File: config.mk
export PLATFORM = sky130hd
export DESIGN_NAME = hazard_ctrl_flat
export DESIGN_NICKNAME = d
export VERILOG_FILES = /design/src/rtl/hazard_if.sv /design/src/rtl/hazard_ctrl.sv /design/src/flat_wrapper.sv
export SDC_FILE = /design/constraint.sdc
export NUM_CORES = 1
export LEC_CHECK = 0
export BUFFER_PORTS_ARGS = -buffer_cell sky130_fd_sc_hd__buf_2
export CAP_MARGIN = 25
export CORE_ASPECT_RATIO = 1.25
export CORE_MARGIN = 4
export CORE_UTILIZATION = 43
export DETAILED_ROUTE_END_ITERATION = 7
export PLACE_DENSITY = 0.78
export SYNTH_ARGS = -nofsm -noshare
export SYNTH_HDL_FRONTEND = slang
export SYNTH_SLANG_ARGS = --single-unit
File: constraint.sdc
create_clock -name clk -period 1.9 [get_ports clk]
set_input_delay 0.19 -clock clk [delete_from_list [all_inputs] [get_ports clk]]
set_output_delay 0.19 -clock clk [all_outputs]
set_load 0.01 [all_outputs]
File: src/rtl/hazard_if.sv
// Fetch-side hazard/redirect bundle: pipeline status into the controller,
// hold and redirect controls back out to the fetch unit.
interface hazard_if;
    logic [31:0] pc;
    logic [4:0]  id_rs;
    logic [4:0]  id_rt;
    logic        id_uses_rs;
    logic        id_uses_rt;
    logic        ex_mem_read;
    logic [4:0]  ex_rd;
    logic        md_start;
    logic        ex_redirect;
    logic [31:0] ex_target;
    logic [2:0]  ex_op;
    logic        stop;
    logic [31:0] ori_pc;
    logic        jmp;
    logic [31:0] dest;
    logic [2:0]  op;
    logic        flush_id;
    logic        bubble_ex;
    logic        md_busy;

    modport master (
        input  pc, id_rs, id_rt, id_uses_rs, id_uses_rt, ex_mem_read, ex_rd,
               md_start, ex_redirect, ex_target, ex_op,
        output stop, ori_pc, jmp, dest, op, flush_id, bubble_ex, md_busy
    );

    modport slave (
        output pc, id_rs, id_rt, id_uses_rs, id_uses_rt, ex_mem_read, ex_rd,
               md_start, ex_redirect, ex_target, ex_op,
        input  stop, ori_pc, jmp, dest, op, flush_id, bubble_ex, md_busy
    );
endinterface

File: src/rtl/hazard_ctrl.sv
// Pipeline hazard and redirect controller. Detects load-use hazards,
// multiply/divide occupancy and execute redirects, and sequences the
// matching fetch stall or flush with a small FSM plus down-counter.
module hazard_ctrl #(
    parameter int LOAD_STALL = 1,
    parameter int MD_LATENCY = 32,
    parameter int CNT_W      = 6
) (
    input logic       clk,
    input logic       rst_n,
    hazard_if.master  bus
);

    typedef enum logic [1:0] {RUN, LD_STALL, MD_BUSY} state_t;

    state_t           state;
    logic [CNT_W-1:0] cnt;
    logic             load_use;
    logic             stall_free;

    // Decode source matches a pending load destination (r0 never hazards).
    assign load_use = bus.ex_mem_read && (bus.ex_rd != 5'd0) &&
                      ((bus.id_uses_rs && (bus.id_rs == bus.ex_rd)) ||
                       (bus.id_uses_rt && (bus.id_rt == bus.ex_rd)));

    // The final stall cycle behaves like RUN so a new hazard chains without a gap.
    assign stall_free = (state == RUN) || (cnt == '0);

    // Single FSM: redirect beats md_start beats load_use; all outputs registered.
    always_ff @(posedge clk) begin
        if (!rst_n) begin
            state     <= RUN;
            cnt       <= '0;
            bus.stop      <= 1'b0;
            bus.ori_pc    <= 32'd0;
            bus.jmp       <= 1'b0;
            bus.dest      <= 32'd0;
            bus.op        <= 3'd0;
            bus.flush_id  <= 1'b0;
            bus.bubble_ex <= 1'b0;
            bus.md_busy   <= 1'b0;
        end else begin
            bus.jmp      <= 1'b0;
            bus.flush_id <= 1'b0;
            if (bus.ex_redirect) begin
                bus.jmp       <= 1'b1;
                bus.dest      <= bus.ex_target;
                bus.op        <= bus.ex_op;
                bus.flush_id  <= 1'b1;
                bus.stop      <= 1'b0;
                bus.bubble_ex <= 1'b0;
                bus.md_busy   <= 1'b0;
                cnt           <= '0;
                state         <= RUN;
            end else if (stall_free) begin
                if (bus.md_start) begin
                    bus.ori_pc    <= bus.pc;
                    bus.stop      <= 1'b1;
                    bus.bubble_ex <= 1'b1;
                    bus.md_busy   <= 1'b1;
                    cnt           <= CNT_W'(MD_LATENCY - 1);
                    state         <= MD_BUSY;
                end else if (load_use) begin
                    bus.ori_pc    <= bus.pc;
                    bus.stop      <= 1'b1;
                    bus.bubble_ex <= 1'b1;
                    bus.md_busy   <= 1'b0;
                    cnt           <= CNT_W'(LOAD_STALL - 1);
                    state         <= LD_STALL;
                end else begin
                    bus.stop      <= 1'b0;
                    bus.bubble_ex <= 1'b0;
                    bus.md_busy   <= 1'b0;
                    cnt           <= '0;
                    state         <= RUN;
                end
            end else begin
                cnt <= cnt - CNT_W'(1);
            end
        end
    end

endmodule

File: src/flat_wrapper.sv
// flat-port wrapper written by rule: the top's interface ports become plain ports
module hazard_ctrl_flat 
#(
    parameter int LOAD_STALL = 1,
    parameter int MD_LATENCY = 32,
    parameter int CNT_W      = 6
)
  (clk, rst_n, bus_pc, bus_id_rs, bus_id_rt, bus_id_uses_rs, bus_id_uses_rt, bus_ex_mem_read, bus_ex_rd, bus_md_start, bus_ex_redirect, bus_ex_target, bus_ex_op, bus_stop, bus_ori_pc, bus_jmp, bus_dest, bus_op, bus_flush_id, bus_bubble_ex, bus_md_busy);
  hazard_if bus_i ();
  input logic clk;
  input logic rst_n;
  input wire logic [$bits(bus_i.pc)-1:0] bus_pc;
  input wire logic [$bits(bus_i.id_rs)-1:0] bus_id_rs;
  input wire logic [$bits(bus_i.id_rt)-1:0] bus_id_rt;
  input wire logic [$bits(bus_i.id_uses_rs)-1:0] bus_id_uses_rs;
  input wire logic [$bits(bus_i.id_uses_rt)-1:0] bus_id_uses_rt;
  input wire logic [$bits(bus_i.ex_mem_read)-1:0] bus_ex_mem_read;
  input wire logic [$bits(bus_i.ex_rd)-1:0] bus_ex_rd;
  input wire logic [$bits(bus_i.md_start)-1:0] bus_md_start;
  input wire logic [$bits(bus_i.ex_redirect)-1:0] bus_ex_redirect;
  input wire logic [$bits(bus_i.ex_target)-1:0] bus_ex_target;
  input wire logic [$bits(bus_i.ex_op)-1:0] bus_ex_op;
  output wire logic [$bits(bus_i.stop)-1:0] bus_stop;
  output wire logic [$bits(bus_i.ori_pc)-1:0] bus_ori_pc;
  output wire logic [$bits(bus_i.jmp)-1:0] bus_jmp;
  output wire logic [$bits(bus_i.dest)-1:0] bus_dest;
  output wire logic [$bits(bus_i.op)-1:0] bus_op;
  output wire logic [$bits(bus_i.flush_id)-1:0] bus_flush_id;
  output wire logic [$bits(bus_i.bubble_ex)-1:0] bus_bubble_ex;
  output wire logic [$bits(bus_i.md_busy)-1:0] bus_md_busy;
  assign bus_i.pc = bus_pc;
  assign bus_i.id_rs = bus_id_rs;
  assign bus_i.id_rt = bus_id_rt;
  assign bus_i.id_uses_rs = bus_id_uses_rs;
  assign bus_i.id_uses_rt = bus_id_uses_rt;
  assign bus_i.ex_mem_read = bus_ex_mem_read;
  assign bus_i.ex_rd = bus_ex_rd;
  assign bus_i.md_start = bus_md_start;
  assign bus_i.ex_redirect = bus_ex_redirect;
  assign bus_i.ex_target = bus_ex_target;
  assign bus_i.ex_op = bus_ex_op;
  assign bus_stop = bus_i.stop;
  assign bus_ori_pc = bus_i.ori_pc;
  assign bus_jmp = bus_i.jmp;
  assign bus_dest = bus_i.dest;
  assign bus_op = bus_i.op;
  assign bus_flush_id = bus_i.flush_id;
  assign bus_bubble_ex = bus_i.bubble_ex;
  assign bus_md_busy = bus_i.md_busy;
  hazard_ctrl #(.LOAD_STALL(LOAD_STALL), .MD_LATENCY(MD_LATENCY), .CNT_W(CNT_W)) u_core (.clk(clk), .rst_n(rst_n), .bus(bus_i));
endmodule
Word-level counts from Yosys, hierarchy flattened --
Index checks and enable logic that the tools add are counted.
Operators by class: $add $sub $neg 1, equality and inequality tests 2, multiplexer cells 10, bitwise gates (word level) 2, reduce and logical (&&, ||, !) cells 12
Operator list (number):
- $mux 32 | 2
- $eq 5x5->1 | 2
- $logic_not 6->1 | 1
- $mux 6 | 1
- $sub 6x1->6 const B | 1
- $mux 1 | 5
- $mux 5 | 1
- $reduce_bool 5->1 | 1
- $logic_and 1x1->1 | 4
- $reduce_and 3->1 | 1
- $logic_not 2->1 | 1
- $logic_or 1x1->1 | 2
- $mux 2 | 1
- $not 1->1 | 2
- $reduce_bool 2->1 | 1
- $reduce_or 2->1 | 1
Storage, ports and cells: flip-flop bits (word level) 78, word-level logic and storage cells 35

Depth between registers and ports, before layout --
Gate-level depths: netlist of run 1.
depth after elaboration 6, mapped depth 8

Worst setup path after synthesis of run 1 --
OpenSTA, ideal clock, no wires.
path kind reg2reg, from register u_core.cnt[0], to register u_core.bus.stop, data arrival time 1.658 ns, data required time 1.784 ns, slack 0.126 ns, cell stages (with the launch flop) 9, clock period less this slack 1.774 ns, cells stage by stage dfxtp_1 > inv_1 > ha_1 > nor3b_2 > a21oi_4 > nand3b_1 > o41ai_4 > buf_6 > a31o_2
Between the ends: word-level cells in the longest chain between the ends 2
Ends and longest elaborated chain:
- start: declaration | RTL line hazard_ctrl.sv:17 | logic [CNT_W-1:0] cnt;
- start signal: assignment | RTL line hazard_ctrl.sv:61 | cnt <= CNT_W'(MD_LATENCY - 1);
- start signal: assignment | RTL line hazard_ctrl.sv:68 | cnt <= CNT_W'(LOAD_STALL - 1);
- start signal: assignment | RTL line hazard_ctrl.sv:78 | cnt <= cnt - CNT_W'(1);
- $logic_not 6->1 | RTL line hazard_ctrl.sv:27 | assign stall_free = (state == RUN) || (cnt == '0);
- $logic_or 1x1->1 | RTL line hazard_ctrl.sv:27
- end signal: assignment | RTL line hazard_ctrl.sv:34 | bus.stop <= 1'b0;
- end signal: assignment | RTL line hazard_ctrl.sv:50 | bus.stop <= 1'b0;
- end signal: assignment | RTL line hazard_ctrl.sv:58 | bus.stop <= 1'b1;
- end: declaration | RTL line hazard_if.sv:27 | output stop, ori_pc, jmp, dest, op, flush_id, bubble_ex, md_busy
No other way between the ends. A chain may end at the register's enable or synchronous reset.

Worst setup path in the final report of run 1 --
Same ends and word-level chain as after synthesis.

==> flow_metrics.tcl, run 1 <==
set metrics [dict create \
    swShare 0.260 \
    synthCells 251 \
    antenna_found_initial 0 \
    fin_crit_ps 1800 \
    worstPathRequired_ps 2130 \
    setup.worst_path.end "u_core.bus.stop$_SDFFE_PP0P_" \
    worstSetupEndpointType "register" \
    fillers 516 \
    pin_count 161 \
    dieHeight_um 98.7 \
    layoutNonFillerInstCount 505 \
    synth_area_leader_cell "dfxtp_1" \
    synth.distinct_cells 35 \
    worst_slew_pin_slew_ps 580 \
    gp_routability_congestion 0.769 \
    power_density_nw_per_um2 901 \
    rr_worst_depth 8 \
    crit_path_max_fanout 17 \
    ant_nets 0 \
    criticalPathCategory "reg2reg" \
    p_sw_mw 0.933 \
    total_leakage_power_nw 2.05 \
    routed_wl_mm 7.00 \
    synth_top_area_frac 0.544 \
    synth.net_count 342 \
    drc 0 \
    setup_ws_ps 101 \
    slew-limit-headroom 0.613 \
    grt_max_degree 36 \
    final_hold_viol_count 0 \
    finalNetCount 506 \
    grt_pass1_vias 2399 \
    yosys_register_bits 77 \
    r2r-start "u_core.cnt[0]$_SDFF_PP0_" \
    finalSetupViolCount 0 \
    max-cap-violations 0 \
    grt_pass1_wl_mm 11.0 \
    ys_seq_area_frac 0.544 \
    gr-total-overflow 0 \
    insertion_delay_ps 340 \
    power_frac_comb 0.154 \
    start_kind "register" \
    cts_htree_levels 3 \
    rsz0062_at_grt "no" \
    root_buffer "clkbuf_8" \
    status "finished, final reports clean" \
    r2r_setup_slack_ps 100 \
    wire_per_inst_um 13.9 \
    viasPerCell 4.84 \
    multi_input_area_sq_um 1210 \
    regArea_sq_um 1540 \
    r2r-end "u_core.bus.stop$_SDFFE_PP0P_" \
    placed_cells 486 \
    die-area_sq_um 7960 \
    clock_skew_ps 10.0 \
    yosys_warnings 0 \
    syn2layout_area_growth_pct 40.7 \
    period_share 0.947 \
    portBuffers 160 \
    rows 32 \
    seqPwrFrac 0.494 \
    synth.avg_cell_area_sq_um 11.3 \
    hold_buffers 0 \
    internal-power_mw 2.66 \
    grtUsageTotal 0.175 \
    final_cell_mix "buf_2, dfxtp_1, nor2_1" \
    layout_commonest_cell "buf_2" \
    clockBufferDepth 2 \
    vias 2443 \
    core_sq_um 6290 \
    start_util 0.450 \
    antenna_cells 0 \
    hold_path_class "in2reg" \
    synth_area_sq_um 2830 \
    firstDrtPassIters 4 \
    peakVddDrop_mv 0.565 \
    dieWidth_um 80.6 \
    fmax_mhz 556 \
    critPathArrivalTime_ps 2030 \
    numCtsBuffers 9 \
    drive_above_1_share 0.495 \
    dp.final_hpwl_mm 5.03 \
    dp_slack_ps 54.1 \
    cts_tree "done" \
    tns_ps 0 \
    synth_area_leaders "dfxtp_1, mux2i_1, a22o_1" \
    path_clk_slew_ps 90 \
    cts_sinks 77 \
    critPathLaunch "u_core.cnt[0]$_SDFF_PP0_" \
    slew_viol_final 0 \
    clockPowerShare 0.352 \
    drt_iter0_drc 62 \
]
-- cell type report --
type / count / share of cell area
flip-flops and latches: 77 / 0.387
multi-input cells: 156 / 0.303
repair buffers: 168 / 0.228
clock buffers: 10 / 0.0346
well taps: 85 / 0.0267
clock inverters: 6 / 0.0173
inverters: 3 / 0.00283
-- power by group through the flow --
| stage | clock (mW) | combinational, mW | sequential [mW] |
|---|---|---|---|
| 2_1_floorplan | 0 | 0.250 | 1.86 |
| 3_3_place_gp | 0 | 0.529 | 1.81 |
| 3_5_place_dp | 0 | 0.541 | 1.81 |
| 4_1_cts | 1.30 | 0.544 | 1.77 |
| 5_1_grt | 1.38 | 0.609 | 1.79 |
| 6_report | 1.26 | 0.553 | 1.77 |
-- stage by stage --
stage          utilization  hold slack, ps  instance area (sq um)  total power, mW
3_3_place_gp         0.591             399                   3710             2.34
4_1_cts              0.623            32.7                   3920             3.62
5_1_grt              0.634            30.4                   3980             3.78
3_5_place_dp         0.591             405                   3710             2.35
2_1_floorplan            -             315                   2830             2.11
6_report             0.634            51.9                   3980             3.59
-- metal layers --
layer  GRT usage  share of wire
met5           0              0
met4      0.0871          0.017
met3      0.0814           0.12
met2       0.261           0.46
met1       0.210           0.40
-- state kept, by name (all words and copies together) (netlist names) --
signal,count
u_core.bus.dest,32
u_core.bus.ori_pc,32
u_core.cnt,6
u_core.bus.op,3
u_core.state,2
u_core.bus.jmp,1
u_core.bus.stop,1
-- critical path, stage by stage (launching register included) --
cell and delay, ps:
dfxtp_2 350, inv_2 50, ha_2 170, nor3b_4 150
a21oi_4 220, nand3b_1 210, o41ai_4 150, buf_12 180
a31o_2 210
-- worst min-delay path by stage --
stage / cells past startpoint / start / endpoint / slack (ps)
floorplan: 1 / bus_pc[10] / u_core.bus.ori_pc[10]$_SDFFE_PN0P_ / 320
global placement: 2 / bus_pc[2] / u_core.bus.ori_pc[2]$_SDFFE_PN0P_ / 400
detailed placement: 2 / bus_pc[25] / u_core.bus.ori_pc[25]$_SDFFE_PN0P_ / 400
CTS: 2 / bus_pc[2] / u_core.bus.ori_pc[2]$_SDFFE_PN0P_ / 30
global route: 2 / bus_pc[2] / u_core.bus.ori_pc[2]$_SDFFE_PN0P_ / 30
finish: 2 / bus_pc[13] / u_core.bus.ori_pc[13]$_SDFFE_PN0P_ / 50
-- Yosys cell counts --
cell,instances
dfxtp_1,77
nor2_1,41
mux2i_1,35
a22o_1,22
xnor2_1,12
a22o_2,10
nand2_1,7
buf_4,5
o21ai_0,5
buf_1,4
buf_6,3
clkbuf_1,2
ha_1,2
inv_1,2
nand3b_1,2
nand4_1,2
xor2_1,2
a21oi_1,1
a21oi_4,1
a22oi_1,1
a31o_2,1
and2_1,1
buf_2,1
inv_2,1
nand2b_1,1
nor3_1,1
nor3b_2,1
o21ai_1,1
o21ai_2,1
o22a_1,1
o22ai_1,1
o311ai_2,1
o41ai_4,1
or4_1,1
or4_2,1
-- timing repair --
item                                    in CTS  in global routing
endpoints found under the setup margin       0                 33
setup buffers                                0                  1
gates resized for setup                      0                  8
-- cells by family (layout without fill, tap and decap cells) --
logic type | after synthesis | count (layout) | synth area share
buffers and inverters | 18 | 187 | 0.0389
DFF | 77 | 77 | 0.544
xor gates and xnor gates | 14 | 14 | 0.0433
AOI/OAI and AO/OA | 47 | 47 | 0.151
and+or+nand+nor | 58 | 58 | 0.0897
muxes | 35 | 35 | 0.124
adders and majority gates | 2 | 2 | 0.00884
Power figures use the tool's default switching activity.
==> inputs of run 2 (changes only) <==
REMOVE_ABC_BUFFERS = 1   (was not set)
clock period = 1.7 ns   (was 1.9 ns; I/O delays follow)
==> run 2 against run 1 <==
Effect of this change: the run now ends with setup timing left; global-route usage rose by 2.6 points; worst setup slack got worse by 210 ps; sequential power up 12%.
==> flow_metrics.tcl, run 2 (synthesized netlist as in run 1, its figures left out) <==
set metrics [dict create \
    finalNetCount 516 \
    grtUsageTotal 0.201 \
    critPathTopFamily "compound AO/OA/AOI/OAI gates" \
    power_density_nw_per_um2 1010 \
    syn2layout_area_growth_pct 46.3 \
    whs_ps 30.3 \
    die-area_sq_um 7960 \
    cts_sinks 77 \
    crit_cells 9 \
    worst_slew_pin_slew_ps 560 \
    core_sq_um 6290 \
    routed_wl_mm 7.78 \
    dieWidth_um 80.6 \
    path_clk_slew_ps 80 \
    max-cap-violations 0 \
    hold_buffers 0 \
    rows 32 \
    gr-total-overflow 0 \
    start_util 0.450 \
    status "complete, but fails checks" \
    antenna_cells 0 \
    drc 0 \
    slowest_stage "dfxtp_2" \
    dieHeight_um 98.7 \
    total_leakage_power_nw 2.15 \
    final_hold_viol_count 0 \
    finalSetupViolCount 33 \
    cts_tree "done" \
    r2r-end "u_core.bus.ori_pc[24]$_SDFFE_PN0P_" \
    clockBufferDepth 2 \
    cts_htree_levels 3 \
    path_cells "inv_2 > ha_4 > nor3b_4 > a21oi_4 > nand3b_1 > o41ai_4 > buf_6 > buf_16 > a22o_1" \
    fin_crit_ps 1810 \
    grt_pass1_vias 2633 \
    violations "setup timing" \
    drive_above_1_share 0.507 \
    root_buffer "clkbuf_8" \
    layout_commonest_cell "buf_2" \
    path_buf_inv 3 \
    top_regs "u_core.bus.dest: 32 flops, u_core.bus.ori_pc: 32 flops, u_core.cnt: 6 flops" \
    worstSetupEndpointType "register" \
    dp.final_hpwl_mm 5.76 \
    viasPerCell 4.86 \
    firstDrtPassIters 4 \
    worstPathRequired_ps 1930 \
    rsz0062_at_grt "yes" \
    vias 2501 \
    wire_per_inst_um 15.1 \
    numCtsBuffers 9 \
    fin_util 0.659 \
    tns_ps -1770 \
    r2r_setup_slack_ps -110 \
    criticalPathCategory "reg2reg" \
    period_share 1.06 \
    antenna_found_initial 0 \
    critPathLaunch "u_core.cnt[0]$_SDFF_PP0_" \
    ant_nets 0 \
    clock_skew_ps 9.65 \
    slew_viol_final 0 \
    final_cell_mix "buf_2, dfxtp_1, nor2_1" \
    setup.worst_path.end "u_core.bus.ori_pc[24]$_SDFFE_PN0P_" \
    slew-limit-headroom 0.627 \
    peakVddDrop_mv 0.790 \
    rr_worst_depth 9 \
    grt_max_degree 36 \
    r2r-start "u_core.cnt[0]$_SDFF_PP0_" \
    setup_ws_ps -106 \
    start_kind "register" \
    insertion_delay_ps 340 \
    critPathArrivalTime_ps 2040 \
    slowest_delay_ps 340 \
    pin_count 161 \
    grt_pass1_wl_mm 12.4 \
    fmax_mhz 554 \
    gp_routability_congestion 0.775 \
    crit_path_max_fanout 8 \
    hold_path_class "in2reg" \
    drt_iter0_drc 94 \
    p_total_mw 4.18 \
    portBuffers 160 \
]
## run 2: changes by cell type in the layout (fill, tap and decap cells not counted), sizes merged
cell,change
buf,+10
clkinv,+1
inv,-2
bufinv,+1
## run 2: timing repair
action	4_1_cts	5_1_grt
cloned	2	1
setup buffers	3	0
setup endpoints to repair	33	34
gates resized for setup	11	6
pin swaps	3	3
## run 2: how the worst min path moves through the flow
stage | depth (start not counted) | from | slack [ps] | end
global placement | 2 | bus_pc[24] | 380 | u_core.bus.ori_pc[24]$_SDFFE_PN0P_
finish | 2 | bus_pc[16] | 30 | u_core.bus.ori_pc[16]$_SDFFE_PN0P_
detailed placement | 2 | bus_pc[4] | 390 | u_core.bus.ori_pc[4]$_SDFFE_PN0P_
floorplan | 1 | bus_ex_redirect | 290 | u_core.bus.jmp$_SDFF_PN0_
global route | 2 | bus_pc[21] | 20 | u_core.bus.ori_pc[21]$_SDFFE_PN0P_
CTS | 2 | bus_pc[4] | 20 | u_core.bus.ori_pc[4]$_SDFFE_PN0P_
## run 2: routing by layer
layer	part of all wire	track usage
met5	0	0
met2	0.53	0.349
met4	0.032	0.121
met3	0.063	0.0430
met1	0.37	0.219
## run 2: through the flow
stage | instances | cell area, sq um | setup WS [ps]
6_report | 515 | 4140 | -106
4_1_cts | 515 | 4110 | -89.0
5_1_grt | 515 | 4140 | -170
3_5_place_dp | 494 | 3770 | -154
2_1_floorplan | 236 | 2730 | -457
3_3_place_gp | 494 | 3770 | -109
## run 2: final cells by class
cell class | instances | area (sq um)
Inverter | 3 | 11.3
Clock inverter | 6 | 86.3
Tap cell | 85 | 106
Timing Repair Buffer | 178 | 1010
Clock buffer | 10 | 138
Fill cell | 536 | 2140
Sequential cell | 77 | 1540
Multi-Input combinational cell | 156 | 1250
## run 2: where the power goes
part	switching [mW]	leakage, nW	internal (mW)
Sequential	0.0645	0.634	1.92
Clock	0.668	0.112	0.864
Combinational	0.321	1.40	0.344
==> inputs of run 3 (changes only) <==
CELL_PAD_IN_SITES_DETAIL_PLACEMENT = 1   (was not set)
CELL_PAD_IN_SITES_GLOBAL_PLACEMENT = 1   (was not set)
CORE_UTILIZATION = 32   (was 43)
PLACE_DENSITY = not set   (was 0.78)
PLACE_DENSITY_LB_ADDON = 0.1   (was not set)
==> run 3 against run 2 <==
Effect of this change: the run still ends with setup timing left; hold slack improved by 1.6 ps; non-clock buffer count grew 9; final area rose by 1.4%; utilization shrank 17 points; worst setup slack worse by 19 ps; via count rose by 0.64%; sequential cell count did not move; combinational power increased by 4.2%; final cell count up 8.3%; clock power is 15% lower; sequential power is essentially flat; largest cell class unchanged; highest routed layer unchanged.
==> flow_metrics.tcl, run 3 (synthesized netlist as in run 1, its figures left out) <==
set metrics [dict create \
    finalSetupViolCount 32 \
    vias 2517 \
    antenna_found_initial 0 \
    dieHeight_um 113 \
    fin_util 0.485 \
    cpMostUsedCell "buf_6" \
    start_util 0.327 \
    slowest_stage "dfxtp_2" \
    gp_routability_congestion 0.704 \
    viasPerCell 4.51 \
    cts_htree_levels 3 \
    hold_buffers 0 \
    pin_count 161 \
    root_buffer "clkbuf_8" \
    slew_viol_final 0 \
    start_kind "register" \
    clockBufferDepth 2 \
    critPathLaunch "u_core.cnt[1]$_SDFF_PP0_" \
    layout_commonest_cell "buf_2" \
    drive_above_1_share 0.509 \
    routed_wl_mm 8.59 \
    ant_nets 0 \
    syn2layout_area_growth_pct 48.3 \
    antenna_cells 0 \
    portBuffers 160 \
    drt_iter0_drc 64 \
    layoutNonFillerInstCount 558 \
    criticalPathCategory "reg2reg" \
    path_cells "inv_2 > ha_4 > nor3b_4 > a21oi_4 > buf_6 > o41ai_4 > buf_6 > clkbuf_16 > a22o_1" \
    placed_cells 535 \
    crit_path_max_fanout 9 \
    fmax_mhz 548 \
    dp.final_hpwl_mm 6.46 \
    firstDrtPassIters 4 \
    cts_sinks 77 \
    setup.worst_path.end "u_core.bus.ori_pc[16]$_SDFFE_PN0P_" \
    finalNetCount 525 \
    insertion_delay_ps 340 \
    grt_pass1_wl_mm 13.4 \
    fin_crit_ps 1820 \
    grtUsageTotal 0.165 \
    slowest_delay_ps 330 \
    fillers 1043 \
    rr_worst_depth 9 \
    total_leakage_power_nw 2.15 \
    worst_slew_pin_slew_ps 399 \
    max-cap-violations 0 \
    setup_ws_ps -125 \
    rows 38 \
    violations "setup timing" \
    wire_per_inst_um 15.4 \
    dieWidth_um 92.1 \
    whs_ps 31.9 \
    critPathTopFamily "buffers and inverters" \
    critPathArrivalTime_ps 2110 \
    path_buf_inv 4 \
    clock_skew_ps 4.99 \
    r2r_setup_slack_ps -120 \
    worstSetupEndpointType "register" \
    r2r-start "u_core.cnt[1]$_SDFF_PP0_" \
    worstPathRequired_ps 1990 \
    rsz0062_at_grt "yes" \
    period_share 1.07 \
    crit_cells 9 \
    core_sq_um 8650 \
    gr-total-overflow 0 \
    drc 0 \
    final_cell_mix "buf_2, dfxtp_1, nor2_1" \
    power_density_nw_per_um2 946 \
    status "complete, but fails checks" \
    grt_pass1_vias 2703 \
    final_hold_viol_count 0 \
    slew-limit-headroom 0.732 \
    die-area_sq_um 10400 \
    path_clk_slew_ps 70 \
    tns_ps -3270 \
    numCtsBuffers 9 \
    r2r-end "u_core.bus.ori_pc[16]$_SDFFE_PN0P_" \
    grt_max_degree 23 \
    top_regs "u_core.bus.dest: 32 flops, u_core.bus.ori_pc: 32 flops, u_core.cnt: 6 flops" \
    cts_tree "done" \
    hold_path_class "in2reg" \
    peakVddDrop_mv 0.555 \
]
## run 3: cell types whose count changed in the layout (fill, tap and decap cells not counted), moves of 2 or more
cell      previous run  this run
clkbuf_1             0         4
buf_4               12        20
a22o_2               5         7
a22o_4               5         3
## run 3: stage by stage
step	worst slack [ps]	cell area (sq um)	total power [mW]
6_report	-125	4200	3.97
5_1_grt	-218	4200	4.19
4_1_cts	-65.6	4090	4.01
3_5_place_dp	-209	3860	2.68
3_3_place_gp	-158	3860	2.67
2_1_floorplan	-457	2730	2.31
## run 3: area by class of cell
| type | instances | area, sq um | share of cell area |
|---|---|---|---|
| clock buffers | 13 | 139 | 0.0331 |
| clock inverters | 2 | 35.0 | 0.00834 |
| inverters | 3 | 11.3 | 0.00268 |
| multi-input cells | 156 | 1240 | 0.296 |
| flip-flops and latches | 77 | 1540 | 0.368 |
| well taps | 120 | 150 | 0.0358 |
| repair buffers | 187 | 1080 | 0.257 |
## run 3: worst register-to-register path, stage by stage, from the launching register on
cell	delay [ps]
dfxtp_2	330
inv_2	70
ha_4	130
nor3b_4	250
a21oi_4	110
buf_6	130
o41ai_4	280
buf_6	200
clkbuf_16	170
a22o_1	120
## run 3: power breakdown
part / internal [mW] / total [mW] / switching, mW
Combinational: 0.361 / 0.693 / 0.332
Sequential: 1.92 / 1.98 / 0.0612
Clock: 0.671 / 1.30 / 0.624
## run 3: repair_timing
action	in CTS	in global routing
endpoints found under the setup margin	33	35
setup buffers	4	2
pin swaps	4	3
gates cloned	0	2
gates resized for setup	8	9
## run 3: worst min-delay path by stage
stage                    startpoint                                 end  slack [ps]  cells past startpoint
floorplan           bus_ex_redirect           u_core.bus.jmp$_SDFF_PN0_         290                      1
CTS                       bus_pc[6]   u_core.bus.ori_pc[6]$_SDFFE_PN0P_           8                      2
finish                    bus_pc[6]   u_core.bus.ori_pc[6]$_SDFFE_PN0P_          30                      2
global placement          bus_pc[8]   u_core.bus.ori_pc[8]$_SDFFE_PN0P_         380                      2
global route             bus_pc[21]  u_core.bus.ori_pc[21]$_SDFFE_PN0P_          10                      2
detailed placement        bus_pc[6]   u_core.bus.ori_pc[6]$_SDFFE_PN0P_         380                      2
## run 3: metal layers
| layer | routed length (um) | track usage |
|---|---|---|
| met1 | 3590 | 0.190 |
| met2 | 4160 | 0.272 |
| met3 | 712 | 0.0678 |
| met4 | 127 | 0.0624 |
| met5 | 0 | 0 |
